**config.mk**
```make
export PLATFORM = sky130hd
export DESIGN_NAME = divisor_sequencial
export DESIGN_NICKNAME = d
export VERILOG_FILES = /design/src/rtl/divisor_sequencial_pkg.sv /design/src/rtl/divisor_passo.sv /design/src/rtl/divisor_sequencial.sv
export SDC_FILE = /design/constraint.sdc
export NUM_CORES = 1
export LEC_CHECK = 0
export CELL_PAD_IN_SITES_DETAIL_PLACEMENT = 0
export CELL_PAD_IN_SITES_GLOBAL_PLACEMENT = 2
export CORE_MARGIN = 1
export CORE_UTILIZATION = 31
export DETAILED_ROUTE_END_ITERATION = 8
export GPL_TIMING_DRIVEN = 0
export MAX_ROUTING_LAYER = met4
export PLACE_DENSITY_LB_ADDON = 0.3
export SLEW_MARGIN = 20
export SYNTH_ARGS = -nofsm -noshare
export SYNTH_HDL_FRONTEND = slang
export SYNTH_HIERARCHICAL = 1
export SYNTH_SLANG_ARGS = --single-unit
```
**constraint.sdc**
```tcl
create_clock -name Clock -period 3.2 [get_ports Clock]
set_clock_uncertainty 0.2 [all_clocks]
set_input_delay 0.64 -clock Clock [delete_from_list [all_inputs] [get_ports Clock]]
set_output_delay 0.64 -clock Clock [all_outputs]
set_load 0.01 [all_outputs]
```
**src/rtl/divisor_sequencial_pkg.sv**
```systemverilog
// Shared definitions for the iterative restoring divider.
package divisor_sequencial_pkg;

   localparam int unsigned WIDTH_DEF = 16;

   typedef enum logic [1:0] {
      IDLE = 2'd0,
      CALC = 2'd1,
      DONE = 2'd2
   } estado_t;

   // Iteration counter must hold WIDTH itself, hence one extra bit.
   function automatic int unsigned countWidth(input int unsigned w);
      return $clog2(w) + 1;
   endfunction

endpackage

```
**src/rtl/divisor_passo.sv**
```systemverilog
// One restoring-division step: shift in the next dividend bit, try to subtract D.
module divisor_passo #(
   parameter int unsigned WIDTH = 16
) (
   input  logic [WIDTH-1:0] restoIn,
   input  logic             bitIn,
   input  logic [WIDTH-1:0] divisor,
   output logic [WIDTH-1:0] restoProx_c,
   output logic             bitQuoc_c
);

   logic [WIDTH:0] trial;

   // Subtract with one extra bit; a set MSB means borrow, so keep the shifted remainder.
   always_comb begin
      trial       = {restoIn, bitIn} - {1'b0, divisor};
      restoProx_c = trial[WIDTH-1:0];
      bitQuoc_c   = 1'b1;
      if (trial[WIDTH]) begin
         restoProx_c = {restoIn[WIDTH-2:0], bitIn};
         bitQuoc_c   = 1'b0;
      end
   end

endmodule

```
**src/rtl/divisor_sequencial.sv**
```systemverilog
// Unsigned iterative restoring divider, one quotient bit per clock.
module divisor_sequencial
   import divisor_sequencial_pkg::*;
#(
   parameter int unsigned WIDTH = WIDTH_DEF
) (
   input  logic             Clock,
   input  logic             Reset_n,
   input  logic             Start,
   input  logic [WIDTH-1:0] Dividendo,
   input  logic [WIDTH-1:0] Divisor,
   output logic [WIDTH-1:0] Quociente,
   output logic [WIDTH-1:0] Resto,
   output logic             Pronto,
   output logic             Ocupado,
   output logic             DivZero
);

   localparam int unsigned CW = countWidth(WIDTH);

   estado_t          estado;
   logic [WIDTH-1:0] regR;
   logic [WIDTH-1:0] regQ;
   logic [WIDTH-1:0] regD;
   logic [CW-1:0]    count;

   logic [WIDTH-1:0] restoProx;
   logic             bitQuoc;
   logic [WIDTH-1:0] quocProx;

   divisor_passo #(.WIDTH(WIDTH)) uPasso (
      .restoIn     (regR),
      .bitIn       (regQ[WIDTH-1]),
      .divisor     (regD),
      .restoProx_c (restoProx),
      .bitQuoc_c   (bitQuoc)
   );

   assign quocProx = {regQ[WIDTH-2:0], bitQuoc};

   // Control FSM, datapath registers and registered results.
   always_ff @(posedge Clock or negedge Reset_n) begin
      if (!Reset_n) begin
         estado    <= IDLE;
         regR      <= '0;
         regQ      <= '0;
         regD      <= '0;
         count     <= '0;
         Quociente <= '0;
         Resto     <= '0;
         Pronto    <= 1'b0;
         Ocupado   <= 1'b0;
         DivZero   <= 1'b0;
      end else begin
         Pronto <= 1'b0;
         case (estado)
            IDLE, DONE: begin
               estado <= IDLE;
               if (Start) begin
                  regD    <= Divisor;
                  regQ    <= Dividendo;
                  regR    <= '0;
                  count   <= CW'(WIDTH);
                  DivZero <= 1'b0;
                  if (Divisor == '0) begin
                     // Nothing to iterate: report the fixed divide-by-zero result now.
                     estado    <= DONE;
                     Quociente <= '1;
                     Resto     <= Dividendo;
                     DivZero   <= 1'b1;
                     Pronto    <= 1'b1;
                     Ocupado   <= 1'b0;
                  end else begin
                     estado  <= CALC;
                     Ocupado <= 1'b1;
                  end
               end
            end
            CALC: begin
               regR  <= restoProx;
               regQ  <= quocProx;
               count <= count - CW'(1);
               if (count == CW'(1)) begin
                  Quociente <= quocProx;
                  Resto     <= restoProx;
                  Pronto    <= 1'b1;
                  Ocupado   <= 1'b0;
                  estado    <= DONE;
               end
            end
            default: estado <= IDLE;
         endcase
      end
   end

endmodule

```
### After elaboration in Yosys (flattened, before gate mapping)

Cells that the tools add are included.

* flip-flop bits (word level): 90
* bits of input ports: 35
* output and inout bits: 35
* logic and storage cells: 54

* $add $sub $neg: 2
* equal/unequal tests: 6
* mux-type cells: 28
* reductions and logical operators: 8

Operators by type and width (count)
* $mux W16: 9
* $pmux W16 S2: 4
* $sub A17 B16 Y17: 1
* $logic_not A16 Y1: 1
* $pmux W5 S2: 1
* $mux W1: 7
* $mux W2: 3
* $ne A2 B2 Y1 const B: 3
* $eq A5 B1 Y1 const B: 1
* $mux W5: 1
* $sub A5 B1 Y5 const B: 1
* $pmux W1 S2: 2
* $pmux W2 S2: 1
* $reduce_and A2 Y1: 2
* $reduce_and A4 Y1: 1
* $reduce_and A3 Y1: 1
* $eq A2 B1 Y1 const B: 1
* $eq A2 B2 Y1 const B: 1
* $logic_not A2 Y1: 1
* $reduce_bool A2 Y1: 1
* $reduce_or A2 Y1: 1

### Longest topological paths before layout

* depth after elaboration: 4
* depth in mapped cells: 14

### By module

Netlist, hierarchy kept.

Modules (own cells, without submodules)
* divisor_sequencial: times used 1, cells an instance 366, area each 3807.4 sq um
* divisor_passo: times used 1, cells an instance 128, area each 1009.7 sq um

### Least setup slack after synthesis

No wires, ideal clock.

* path kind: flip-flop to flip-flop
* start point: register regR[1]
* end point: register Resto[13]
* arrival: 3.114 ns
* data required time: 2.875 ns
* path slack: -0.239 ns
* cell stages (with the launch flop): 13
* buffers on the path: 1
* clock period less this slack: 3.439 ns
* cell sequence: dfrtp_1 ha_1 nor2b_1 o31a_1 o41a_1 and4_4 a311oi_2 xnor2_2 buf_6 mux2_4 nand2_1 nand2_1 mux2_4

* longest elaborated chain between the ends: 4

Ends and longest elaborated chain
* start, declared: RTL line divisor_sequencial.sv:22 `logic [WIDTH-1:0] regR;`
* start signal, assigned: RTL line divisor_sequencial.sv:80 `regR <= restoProx;`
* $sub A17 B16 Y17: RTL line divisor_passo.sv:16 `trial = {restoIn, bitIn} - {1'b0, divisor};`
* $mux W16: RTL line divisor_passo.sv:19 `if (trial[WIDTH]) begin`
* net restoProx[13]: RTL line divisor_sequencial.sv:27 `logic [WIDTH-1:0] restoProx;`
* $mux W16: RTL line divisor_sequencial.sv:83 `if (count == CW'(1)) begin`
* $pmux W16 S2: RTL line divisor_sequencial.sv:56 `case (estado)`
* end signal, assigned: RTL line divisor_sequencial.sv:69 `Resto <= Dividendo;`
* end signal, assigned: RTL line divisor_sequencial.sv:85 `Resto <= restoProx;`
* end, declared: RTL line divisor_sequencial.sv:13 `output logic [WIDTH-1:0] Resto,`

The timed path passes the listed nets, and every way through them passes these cells. The select of a mux whose other input is x is not followed.
A chain may end at the register's enable or synchronous reset.

### Final worst setup path

* start point: register regQ[15]
* end point: register Resto[15]

* longest elaborated chain between the ends: 4

Ends and longest elaborated chain
* start, declared: RTL line divisor_sequencial.sv:23 `logic [WIDTH-1:0] regQ;`
* start signal, assigned: RTL line divisor_sequencial.sv:61 `regQ <= Dividendo;`
* start signal, assigned: RTL line divisor_sequencial.sv:81 `regQ <= quocProx;`
* $sub A17 B16 Y17: RTL line divisor_passo.sv:16
* $mux W16: RTL line divisor_passo.sv:19
* net restoProx[15]: RTL line divisor_sequencial.sv:27
* $mux W16: RTL line divisor_sequencial.sv:83
* $pmux W16 S2: RTL line divisor_sequencial.sv:56

The timed path passes the listed nets, and every way through them passes these cells. The select of a mux whose other input is x is not followed.

==> impl_metrics.env <==
export IMPL_synthArstFlopShare=1.00
export IMPL_use_met1=0.224
export IMPL_die_h_um=127
export IMPL_gp_congestion=0.751
export IMPL_placeableCoreArea_um2=15200
export IMPL_internal_power_w=0.00533
export IMPL_synth_edf_count=0
export IMPL_path_max_fanout=7
export IMPL_cp_data_arrival_time_ns=3.64
export IMPL_hold_class="flip-flop to flip-flop"
export IMPL_layout_drive_gt1_share=0.176
export IMPL_die_w_um=127
export IMPL_cts_buffer_depth=2
export IMPL_grt_use_met3=0.0236
export IMPL_tightest_slew_ns=0.670
export IMPL_crit_path_end_kind="flip-flop"
export IMPL_yosys_cell_types_count=52
export IMPL_leakage_nw=2.89
export IMPL_critPathLaunchType="flip-flop"
export IMPL_instances_no_fill=784
export IMPL_drv_cap=0
export IMPL_drt_wl_total_mm=12.4
export IMPL_cts_sinks=90
export IMPL_yosysTopAreaCell="dfrtp_1"
export IMPL_use_met2=0.271
export IMPL_vias=3789
export IMPL_grt_pass1_wl_mm=20.3
export IMPL_wire_per_inst_um=15.8
export IMPL_rows=45
export IMPL_max_freq_mhz=277
export IMPL_multiInputGateArea_um2=2500
export IMPL_clock_latency_ns=0.35
export IMPL_antenna_left=0
export IMPL_peakVddDrop_uv=652
export IMPL_antenna_found_initial=0
export IMPL_worst_slack_ns=-0.412
export IMPL_violations="negative setup slack"
export IMPL_relSlewSlack=0.553
export IMPL_period_minus_slack_ns=3.61
export IMPL_viasPerCell=4.83
export IMPL_crit_type="flip-flop to flip-flop"
export IMPL_synth_common_cells="nand2_1 (154), dfrtp_1 (90), nor2_1 (25), inv_1 (21), mux2_4 (20)"
export IMPL_fp_dieArea_um2=16000
export IMPL_synthDominantCellAreaShare=0.468
export IMPL_synth_area_um2=4820
export IMPL_rsz0062_at_grt="yes"
export IMPL_first_global_vias=3930
export IMPL_port_buffers=69
export IMPL_power_frac_comb=0.640
export IMPL_drc=0
export IMPL_ys_warn_count=6
export IMPL_syn_nets=548
export IMPL_grt_max_degree=56
export IMPL_floorplan_initialDensity=0.317
export IMPL_power_w=0.00884
export IMPL_nNetsFinal=645
export IMPL_cts_buffers=9
export IMPL_ctsHtreeMaxLevel=3
export IMPL_grt_usage=0.172
export IMPL_drtIter0Drc=210
export IMPL_grt_busiest_layer="met2"
export IMPL_power_switching_w=0.00351
export IMPL_power_density_nw_per_um2=1390
export IMPL_p_clk_frac=0.121
export IMPL_clk_pin_slew_worst_paths_ns=0.07
export IMPL_post_route_period_util=1.13
export IMPL_ys_seq_area_frac=0.468
export IMPL_dpl_cell_count=752
export IMPL_seq_area_um2=2250
export IMPL_syn_to_final_growth_pct=32.3
export IMPL_post_synth_top_count_cell="nand2_1"
export IMPL_antennaDiodeCount=0
export IMPL_avgSynthCellArea_um2=9.75
export IMPL_dp_hpwl_mm=9.34
export IMPL_dr_pass1_iters=4
export IMPL_cts_root_buffer="clkbuf_16"
export IMPL_status="finished with violations"
export IMPL_sequentialPowerShare=0.239
export IMPL_synthCells=494
export IMPL_finalSetupViolCount=34
export IMPL_ys_seq_elements=90
export IMPL_cts_tree="yes"
export IMPL_swShare=0.397
export IMPL_io_pins=70
export IMPL_finish_utilization=0.419
export IMPL_required_ns=3.23
export IMPL_fill_cells=1528
export IMPL_drv_slew=0
export IMPL_hold_viol=0
export IMPL_grt_overflow=0
export IMPL_synth_ff_type="dfrtp_1"
export IMPL_synthTopCellsByArea="dfrtp_1 (47%), nand2_1 (12%), mux2_4 (6.2%), ha_1 (4.7%), o22a_1 (2.9%)"
-- state kept, by name, indices dropped and copies added (netlist names) --
name,cells
regD,16
Ocupado,1
estado,2
regR,16
DivZero,1
count,5
Pronto,1
regQ,16
Quociente,16
Resto,16
-- final timing paths --
kind	cells past startpoint	end	slack, ns	from
worst max-delay path	14	Resto[15]	-0.41	regQ[15]
worst min-delay path	2	regD[6]	0.27	regD[6]
worst max register to register	14	Resto[15]	-0.41	regQ[15]
worst min register to register	2	regD[6]	0.27	regD[6]
max in group asynchronous	3	Resto[3]	1.65	Reset_n
min in group asynchronous	2	Quociente[12]	0.56	Reset_n
-- kinds of logic after synthesis --
family                   after synthesis  share of synthesized area
AO/OA/AOI/OAI                         85                      0.129
multiplexers                          34                     0.0940
flip-flops                            90                      0.468
AND/OR/NAND/NOR                      208                      0.190
buffers and inverters                 45                     0.0434
XOR/XNOR                              13                     0.0252
adder cells (fa/ha/maj)               19                     0.0509
-- what timing repair did --
| item | 4_1_cts | 5_1_grt |
|---|---|---|
| endpoints found under the hold margin | 9 | 0 |
| resized for setup | 29 | 18 |
| buffers inserted | 10 | 7 |
| pin swaps | 1 | 4 |
| hold buffers | 1 | 0 |
| endpoints found under the setup margin | 34 | 34 |
-- power by group through the flow --
stage	clock network, W	registers, W	logic, W
2_1_floorplan	0	0.00210	0.00337
3_3_place_gp	0	0.00212	0.00467
3_5_place_dp	0	0.00213	0.00472
4_1_cts	0.00110	0.00212	0.00542
5_1_grt	0.00115	0.00219	0.00625
6_report	0.00107	0.00211	0.00566
-- through the flow --
step           setup slack, ns  setup TNS (ns)  cell area [um2]  hold WS, ns
3_5_place_dp            -0.630          -12.76             5790        0.264
3_3_place_gp             -2.23         -211.95             5760        0.268
4_1_cts                 -0.439           -9.34             6290        0.279
5_1_grt                 -0.514          -12.00             6370        0.303
6_report                -0.412           -9.12             6370        0.272
2_1_floorplan           -0.165           -1.47             4830        0.144
-- per-layer routing --
| layer | routed length [um] | share of wire |
|---|---|---|
| met1 | 5980 | 0.48 |
| met2 | 5910 | 0.48 |
| met3 | 324 | 0.026 |
| met4 | 190 | 0.015 |
| met5 | 0 | 0 |
-- layout by cell type (no fill, tap or decap), types with 4 or more instances in the layout --
master,n
clkdlybuf4s50_1,68
a22o_1,8
nand2b_1,5
mux2i_1,4
mux2_4,29
nor2_1,24
buf_6,8
inv_1,20
xnor2_1,7
a31oi_1,16
nand2_1,136
buf_4,9
clkbuf_16,9
nand2_2,17
o21ai_0,14
clkbuf_1,15
xor2_1,5
dfrtp_1,90
ha_1,16
o22a_1,16
nand3_1,7
a21oi_1,9
buf_2,4
-- critical path: stages, from the launching register on --
cell and delay (ns):
dfrtp_1 0.43, inv_2 0.11, ha_4 0.14, fa_2 0.21, nor2b_2 0.05, o31a_1 0.27
o41a_1 0.36, and4_4 0.23, a311oi_4 0.36, xnor2_4 0.24, buf_4 0.19, mux2_2 0.34
nand2_1 0.06, nand2_1 0.05, mux2_4 0.25
-- area by class of cell --
cell class              count  share of cell area
well taps                 188              0.0369
multi-input cells         359               0.392
clock buffers              11              0.0365
clock inverters             5              0.0100
plain buffers              24              0.0218
repair buffers             86               0.137
inverters                  21              0.0124
flip-flops and latches     90               0.353
No activity file was read; power rests on OpenSTA's default activity.
